File: config.mk
export PLATFORM = sky130hd
export DESIGN_NAME = fft8_frame_sequencer
export DESIGN_NICKNAME = d
export VERILOG_FILES = /design/src/rtl/fft8_frame_sequencer.sv
export SDC_FILE = /design/constraint.sdc
export NUM_CORES = 1
export LEC_CHECK = 0
export ABC_AREA = 1
export CORE_MARGIN = 1
export CORE_UTILIZATION = 47
export DETAILED_ROUTE_END_ITERATION = 8
export HOLD_SLACK_MARGIN = 0.05
export PLACE_DENSITY = 0.77
export SLEW_MARGIN = 20
export SYNTH_ARGS = -nofsm -noshare
export SYNTH_HDL_FRONTEND = slang
export SYNTH_SLANG_ARGS = --single-unit
File: constraint.sdc
create_clock -name clk -period 1.6 [get_ports clk]
set_input_delay 0.16 -clock clk [delete_from_list [all_inputs] [get_ports clk]]
set_output_delay 0.16 -clock clk [all_outputs]
set_load 0.03 [all_outputs]
File: src/rtl/fft8_frame_sequencer.sv
// Frame sequencer for the 8-point FFT core: loads 8 samples, starts the core,
// watches for completion with a watchdog, then streams the 8 bins out in natural order.
module fft8_frame_sequencer #(
  parameter int IN_W         = 8,
  parameter int OUT_W        = 11,
  parameter int BITREV_OUT   = 0,
  parameter int CORE_TIMEOUT = 64
) (
  input  logic                    clk,
  input  logic                    rst_n,
  input  logic                    s_valid,
  output logic                    s_ready,
  input  logic [IN_W-1:0]         s_real,
  input  logic [IN_W-1:0]         s_imag,
  output logic                    core_wr_en,
  output logic [2:0]              core_wr_idx,
  output logic [IN_W-1:0]         core_wr_real,
  output logic [IN_W-1:0]         core_wr_imag,
  output logic                    core_go,
  input  logic                    core_done,
  output logic [2:0]              core_rd_idx,
  input  logic [OUT_W-1:0]        core_rd_real,
  input  logic [OUT_W-1:0]        core_rd_imag,
  output logic                    m_valid,
  input  logic                    m_ready,
  output logic [OUT_W-1:0]        m_real,
  output logic [OUT_W-1:0]        m_imag,
  output logic [2:0]              m_index,
  output logic                    m_last,
  output logic                    busy,
  output logic                    err_timeout,
  output logic [15:0]             frame_cnt
);

  localparam int WAIT_W = $clog2(CORE_TIMEOUT);
  localparam logic [WAIT_W-1:0] WAIT_LAST = WAIT_W'(CORE_TIMEOUT - 1);

  typedef enum logic [1:0] {
    ST_LOAD  = 2'd0,
    ST_KICK  = 2'd1,
    ST_WAIT  = 2'd2,
    ST_DRAIN = 2'd3
  } state_t;

  function automatic logic [2:0] bitrev3(input logic [2:0] k);
    return {k[0], k[1], k[2]};
  endfunction

  state_t              state_q, state_d;
  logic [2:0]          ld_cnt_q, ld_cnt_d;
  logic [WAIT_W-1:0]   wait_cnt_q, wait_cnt_d;
  logic [3:0]          iss_q, iss_d;
  logic [3:0]          acc_q, acc_d;
  logic                s_ready_q, s_ready_d;
  logic                wr_en_q, wr_en_d;
  logic [2:0]          wr_idx_q, wr_idx_d;
  logic [IN_W-1:0]     wr_real_q, wr_real_d;
  logic [IN_W-1:0]     wr_imag_q, wr_imag_d;
  logic                go_q, go_d;
  logic                m_valid_q, m_valid_d;
  logic [OUT_W-1:0]    m_real_q, m_real_d;
  logic [OUT_W-1:0]    m_imag_q, m_imag_d;
  logic [2:0]          m_index_q, m_index_d;
  logic                m_last_q, m_last_d;
  logic                busy_q, busy_d;
  logic                err_q, err_d;
  logic [15:0]         frame_q, frame_d;

  logic s_hs;
  logic m_load;
  logic m_acc;

  assign s_hs   = s_valid && s_ready_q;
  // A new bin may enter the output register whenever it is empty or being drained.
  assign m_load = (state_q == ST_DRAIN) && !iss_q[3] && (!m_valid_q || m_ready);
  assign m_acc  = m_valid_q && m_ready;

  assign core_rd_idx = (BITREV_OUT != 0) ? bitrev3(iss_q[2:0]) : iss_q[2:0];

  // Next-state and next-output logic
  always_comb begin
    state_d    = state_q;
    ld_cnt_d   = ld_cnt_q;
    wait_cnt_d = wait_cnt_q;
    iss_d      = iss_q;
    acc_d      = acc_q;
    wr_en_d    = 1'b0;
    wr_idx_d   = wr_idx_q;
    wr_real_d  = wr_real_q;
    wr_imag_d  = wr_imag_q;
    go_d       = 1'b0;
    m_valid_d  = m_valid_q;
    m_real_d   = m_real_q;
    m_imag_d   = m_imag_q;
    m_index_d  = m_index_q;
    m_last_d   = m_last_q;
    err_d      = err_q;
    frame_d    = frame_q;

    case (state_q)
      ST_LOAD: begin
        if (s_hs) begin
          wr_en_d   = 1'b1;
          wr_idx_d  = ld_cnt_q;
          wr_real_d = s_real;
          wr_imag_d = s_imag;
          ld_cnt_d  = ld_cnt_q + 3'd1;
          if (ld_cnt_q == 3'd7) begin
            state_d = ST_KICK;
          end else begin
            state_d = ST_LOAD;
          end
        end else begin
          ld_cnt_d = ld_cnt_q;
        end
      end
      ST_KICK: begin
        go_d       = 1'b1;
        wait_cnt_d = '0;
        state_d    = ST_WAIT;
      end
      ST_WAIT: begin
        if (core_done) begin
          iss_d   = 4'd0;
          acc_d   = 4'd0;
          state_d = ST_DRAIN;
        end else if (wait_cnt_q == WAIT_LAST) begin
          err_d    = 1'b1;
          ld_cnt_d = 3'd0;
          state_d  = ST_LOAD;
        end else begin
          wait_cnt_d = wait_cnt_q + WAIT_W'(1);
        end
      end
      ST_DRAIN: begin
        if (m_load) begin
          m_valid_d = 1'b1;
          m_real_d  = core_rd_real;
          m_imag_d  = core_rd_imag;
          m_index_d = iss_q[2:0];
          m_last_d  = (iss_q == 4'd7);
          iss_d     = iss_q + 4'd1;
        end else if (m_acc) begin
          m_valid_d = 1'b0;
          m_last_d  = 1'b0;
        end else begin
          m_valid_d = m_valid_q;
        end
        if (m_acc) begin
          acc_d = acc_q + 4'd1;
          if (acc_q == 4'd7) begin
            // Final bin taken: frame complete, back to loading.
            frame_d  = frame_q + 16'd1;
            iss_d    = 4'd0;
            acc_d    = 4'd0;
            ld_cnt_d = 3'd0;
            state_d  = ST_LOAD;
          end else begin
            state_d = ST_DRAIN;
          end
        end else begin
          acc_d = acc_q;
        end
      end
      default: begin
        state_d = ST_LOAD;
      end
    endcase

    s_ready_d = (state_d == ST_LOAD);
    busy_d    = (state_d != ST_LOAD) || (ld_cnt_d != 3'd0);
  end

  // State and output registers
  always_ff @(posedge clk or negedge rst_n) begin
    if (!rst_n) begin
      state_q    <= ST_LOAD;
      ld_cnt_q   <= 3'd0;
      wait_cnt_q <= '0;
      iss_q      <= 4'd0;
      acc_q      <= 4'd0;
      s_ready_q  <= 1'b1;
      wr_en_q    <= 1'b0;
      wr_idx_q   <= 3'd0;
      wr_real_q  <= '0;
      wr_imag_q  <= '0;
      go_q       <= 1'b0;
      m_valid_q  <= 1'b0;
      m_real_q   <= '0;
      m_imag_q   <= '0;
      m_index_q  <= 3'd0;
      m_last_q   <= 1'b0;
      busy_q     <= 1'b0;
      err_q      <= 1'b0;
      frame_q    <= 16'd0;
    end else begin
      state_q    <= state_d;
      ld_cnt_q   <= ld_cnt_d;
      wait_cnt_q <= wait_cnt_d;
      iss_q      <= iss_d;
      acc_q      <= acc_d;
      s_ready_q  <= s_ready_d;
      wr_en_q    <= wr_en_d;
      wr_idx_q   <= wr_idx_d;
      wr_real_q  <= wr_real_d;
      wr_imag_q  <= wr_imag_d;
      go_q       <= go_d;
      m_valid_q  <= m_valid_d;
      m_real_q   <= m_real_d;
      m_imag_q   <= m_imag_d;
      m_index_q  <= m_index_d;
      m_last_q   <= m_last_d;
      busy_q     <= busy_d;
      err_q      <= err_d;
      frame_q    <= frame_d;
    end
  end

  assign s_ready      = s_ready_q;
  assign core_wr_en   = wr_en_q;
  assign core_wr_idx  = wr_idx_q;
  assign core_wr_real = wr_real_q;
  assign core_wr_imag = wr_imag_q;
  assign core_go      = go_q;
  assign m_valid      = m_valid_q;
  assign m_real       = m_real_q;
  assign m_imag       = m_imag_q;
  assign m_index      = m_index_q;
  assign m_last       = m_last_q;
  assign busy         = busy_q;
  assign err_timeout  = err_q;
  assign frame_cnt    = frame_q;

endmodule

==> results_dict.tcl <==
set metrics [dict create \
    outcome "completed" \
    ios 113 \
    layout_commonest_cell "nand2_1" \
    synth_top_family_by_area "simple AND/OR/NAND/NOR gates" \
    p_leak_nw 2.90 \
    grt_max_degree 39 \
    hold_class "in2async" \
    layout.nets 622 \
    syn_inst 435 \
    clock-sinks 86 \
    io_buffers 112 \
    dp_cells 655 \
    drcViolationCount 0 \
    clockBufferDepth 2 \
    tightest_slew_ns 0.384 \
    arrival_ns 1.40 \
    final_cell_count_no_fill 680 \
    routedWlPerCell_um 12.7 \
    clock.fmax_mhz 642 \
    yosys.area_share.simple_pct 26.8 \
    worst-path-buf-inv 1 \
    period_share_pct 97.3 \
    drt-initial-drc-count 153 \
    crit_type "reg2out" \
    layout_common_cells "nand2_1 (173), clkdlybuf4s50_1 (84), dfrtp_1 (83)" \
    cts-root-buf "clkbuf_8" \
    post-route-util_pct 70.3 \
    die_y_um 91.7 \
    synthAdderAreaFrac_pct 1.99 \
    worstPathCellList "clkdlybuf4s50_1" \
    synth_cell_types 37 \
    cts_made_buffers 9 \
    place_congestion 0.818 \
    hpwlAfterDp_mm 6.22 \
    start_kind "flop" \
    antenna_found_initial 0 \
    clock_skew_ns 0.0141 \
    drive_above_1_share_pct 12.6 \
    synthXorXnorAreaFrac_pct 2.78 \
    syn2layout_area_growth_pct 44.4 \
    diodes 0 \
    drt_pre_antenna_iters 4 \
    gr-total-overflow 0 \
    cp_top_family "buffers and inverters" \
    grtUsageTotal_pct 21.6 \
    synth_compound_area_share_pct 5.99 \
    grt_first_pass_wirelength_mm 14.5 \
    avgSynthCellArea_um2 8.69 \
    synth-seq-cells 86 \
    netlist_area_mm2 0.00378 \
    relSlewSlack_pct 74.2 \
    synth_nets 484 \
    irDropWorstVdd_mv 0.970 \
    cpPeakStageDelay_ns 0.69 \
    insertion_delay_ns 0.35 \
    hold_viol 0 \
    placementRows 32 \
    cp.required_ns 1.44 \
    ant_nets 0 \
    min_period_ns 1.56 \
    synthMuxAreaShare_pct 0 \
    die_x_um 91.7 \
    end_kind "output port" \
    core_mm2 0.00777 \
    yosysSeqAreaShare_pct 57.0 \
    synth-warning-count 0 \
    cts_tree "yes" \
    vias 3321 \
    slowest_stage "clkdlybuf4s50_1" \
    grt_pass1_vias 3254 \
    htreeDepth 3 \
    worstPathMaxFanout 2 \
    tns_ns 0 \
    path_clk_slew_ns 0.09 \
    die-area_mm2 0.00841 \
    initial_core_util_pct 48.7 \
    finalSetupViolations 0 \
    drt-total-wl_mm 8.67 \
    p_per_area_mw_per_mm2 1730 \
    drv_slew 0 \
    drv_cap 0 \
    drt-vias-per-instance 4.88 \
]
[Yosys cell counts]
cell type / n / area share, %
o21ai_1: 2 / 0.26
o21bai_1: 2 / 0.40
nand4_1: 5 / 0.83
a22o_1: 1 / 0.23
nor2_1: 25 / 2.5
or2_2: 1 / 0.17
nand3_1: 16 / 2.1
and3_1: 1 / 0.17
nor2_2: 3 / 0.50
o21a_1: 2 / 0.40
a211oi_2: 1 / 0.33
clkbuf_1: 4 / 0.40
xor2_1: 8 / 1.9
buf_4: 3 / 0.60
a211oi_1: 1 / 0.20
dfrtp_1: 85 / 56
xnor2_1: 4 / 0.93
buf_2: 4 / 0.53
inv_2: 3 / 0.30
dfstp_2: 1 / 0.70
nor2_4: 1 / 0.30
clkinv_1: 1 / 0.099
a21oi_1: 9 / 1.2
nor3_4: 1 / 0.43
o211ai_1: 2 / 0.40
a31o_2: 1 / 0.23
nand2_2: 1 / 0.17
inv_1: 36 / 3.6
o21ai_0: 16 / 2.1
ha_1: 6 / 2.0
nand2_1: 178 / 18
nand2_4: 1 / 0.30
nor3_1: 5 / 0.66
nand3b_1: 2 / 0.40
a31o_1: 1 / 0.23
nand3_2: 1 / 0.26
nor4_2: 1 / 0.33
[sequential cells by signal (all words and copies together) (netlist names), 2 cells and up]
name,flops
core_wr_idx,3
iss_q,4
m_real,11
frame_cnt,16
state_q,2
acc_q,4
m_imag,11
core_wr_imag,8
core_wr_real,8
ld_cnt_q,3
wait_cnt_q,6
m_index,3
[path summary, 6_finish.rpt]
check / startpoint / to / slack, ns / cells past startpoint
min in group clk: core_rd_real[5] / m_real[5] / 0.34 / 3
hold reg to reg: m_imag[2] / m_imag[2] / 0.48 / 2
hold / removal: rst_n / frame_cnt[3] / 0.25 / 2
max in group asynchronous: rst_n / m_imag[3] / 0.71 / 3
setup reg to reg: wait_cnt_q[0] / wait_cnt_q[4] / 0.08 / 8
setup / recovery: core_wr_real[5] / core_wr_real[5] / 0.04 / 1
[cells by family (layout without fill, tap and decap cells)]
family          count (synthesis)  in the layout
flops                          86             86
xor+xnor                       12             12
compound gates                 38             38
fa+ha+maj                       6              6
simple gates                  242            242
buf+inv                        51            194
[routing by layer]
layer | track usage [%] | up-vias | share of wire, %
li1 | - | 1644 | -
met1 | 27.2 | 1582 | 46
met2 | 37.3 | 86 | 49
met3 | 3.73 | 9 | 4.3
met4 | 7.67 | 0 | 0.83
met5 | 0 | - | 0
[stage by stage]
step / setup slack, ns / power, W / hold WS, ns / area [um2]
after floorplan: 0.0695 / 0.00587 / -0.136 / 3780
after global placement: 0.0199 / 0.00759 / 0.0870 / 5120
after detailed placement: -0.0568 / 0.00769 / 0.0897 / 5120
after CTS: 0.00166 / 0.00939 / 0.242 / 5340
after global routing: -0.00940 / 0.0100 / 0.270 / 5460
final: 0.0424 / 0.00945 / 0.247 / 5460
[layout make-up]
class                           instances  area (um2)
Clock buffer                           12         155
Tap cell                              102         128
Multi-Input combinational cell        298        1450
Timing Repair Buffer                  138        1350
Fill cell                             597        2310
Inverter                               40         150
Sequential cell                        86        2160
Clock inverter                          4        70.1
[power by group]
| part | leakage [nW] | switching, W | total [W] | internal, W |
|---|---|---|---|---|
| Sequential | 1.11 | 0.000450 | 0.00332 | 0.00287 |
| Combinational | 1.68 | 0.00264 | 0.00442 | 0.00179 |
| Clock | 0.116 | 0.000746 | 0.00171 | 0.000961 |
[repair_timing]
action / 4_1_cts / 5_1_grt
pin swaps: 0 / 7
hold buffers: 1 / 0
gates cloned: 0 / 0
setup buffers: 0 / 8
hold endpoints to repair: 37 / 0
resized for setup: 17 / 27
endpoints found under the setup margin: 17 / 30
Power figures use the tool's default switching activity.
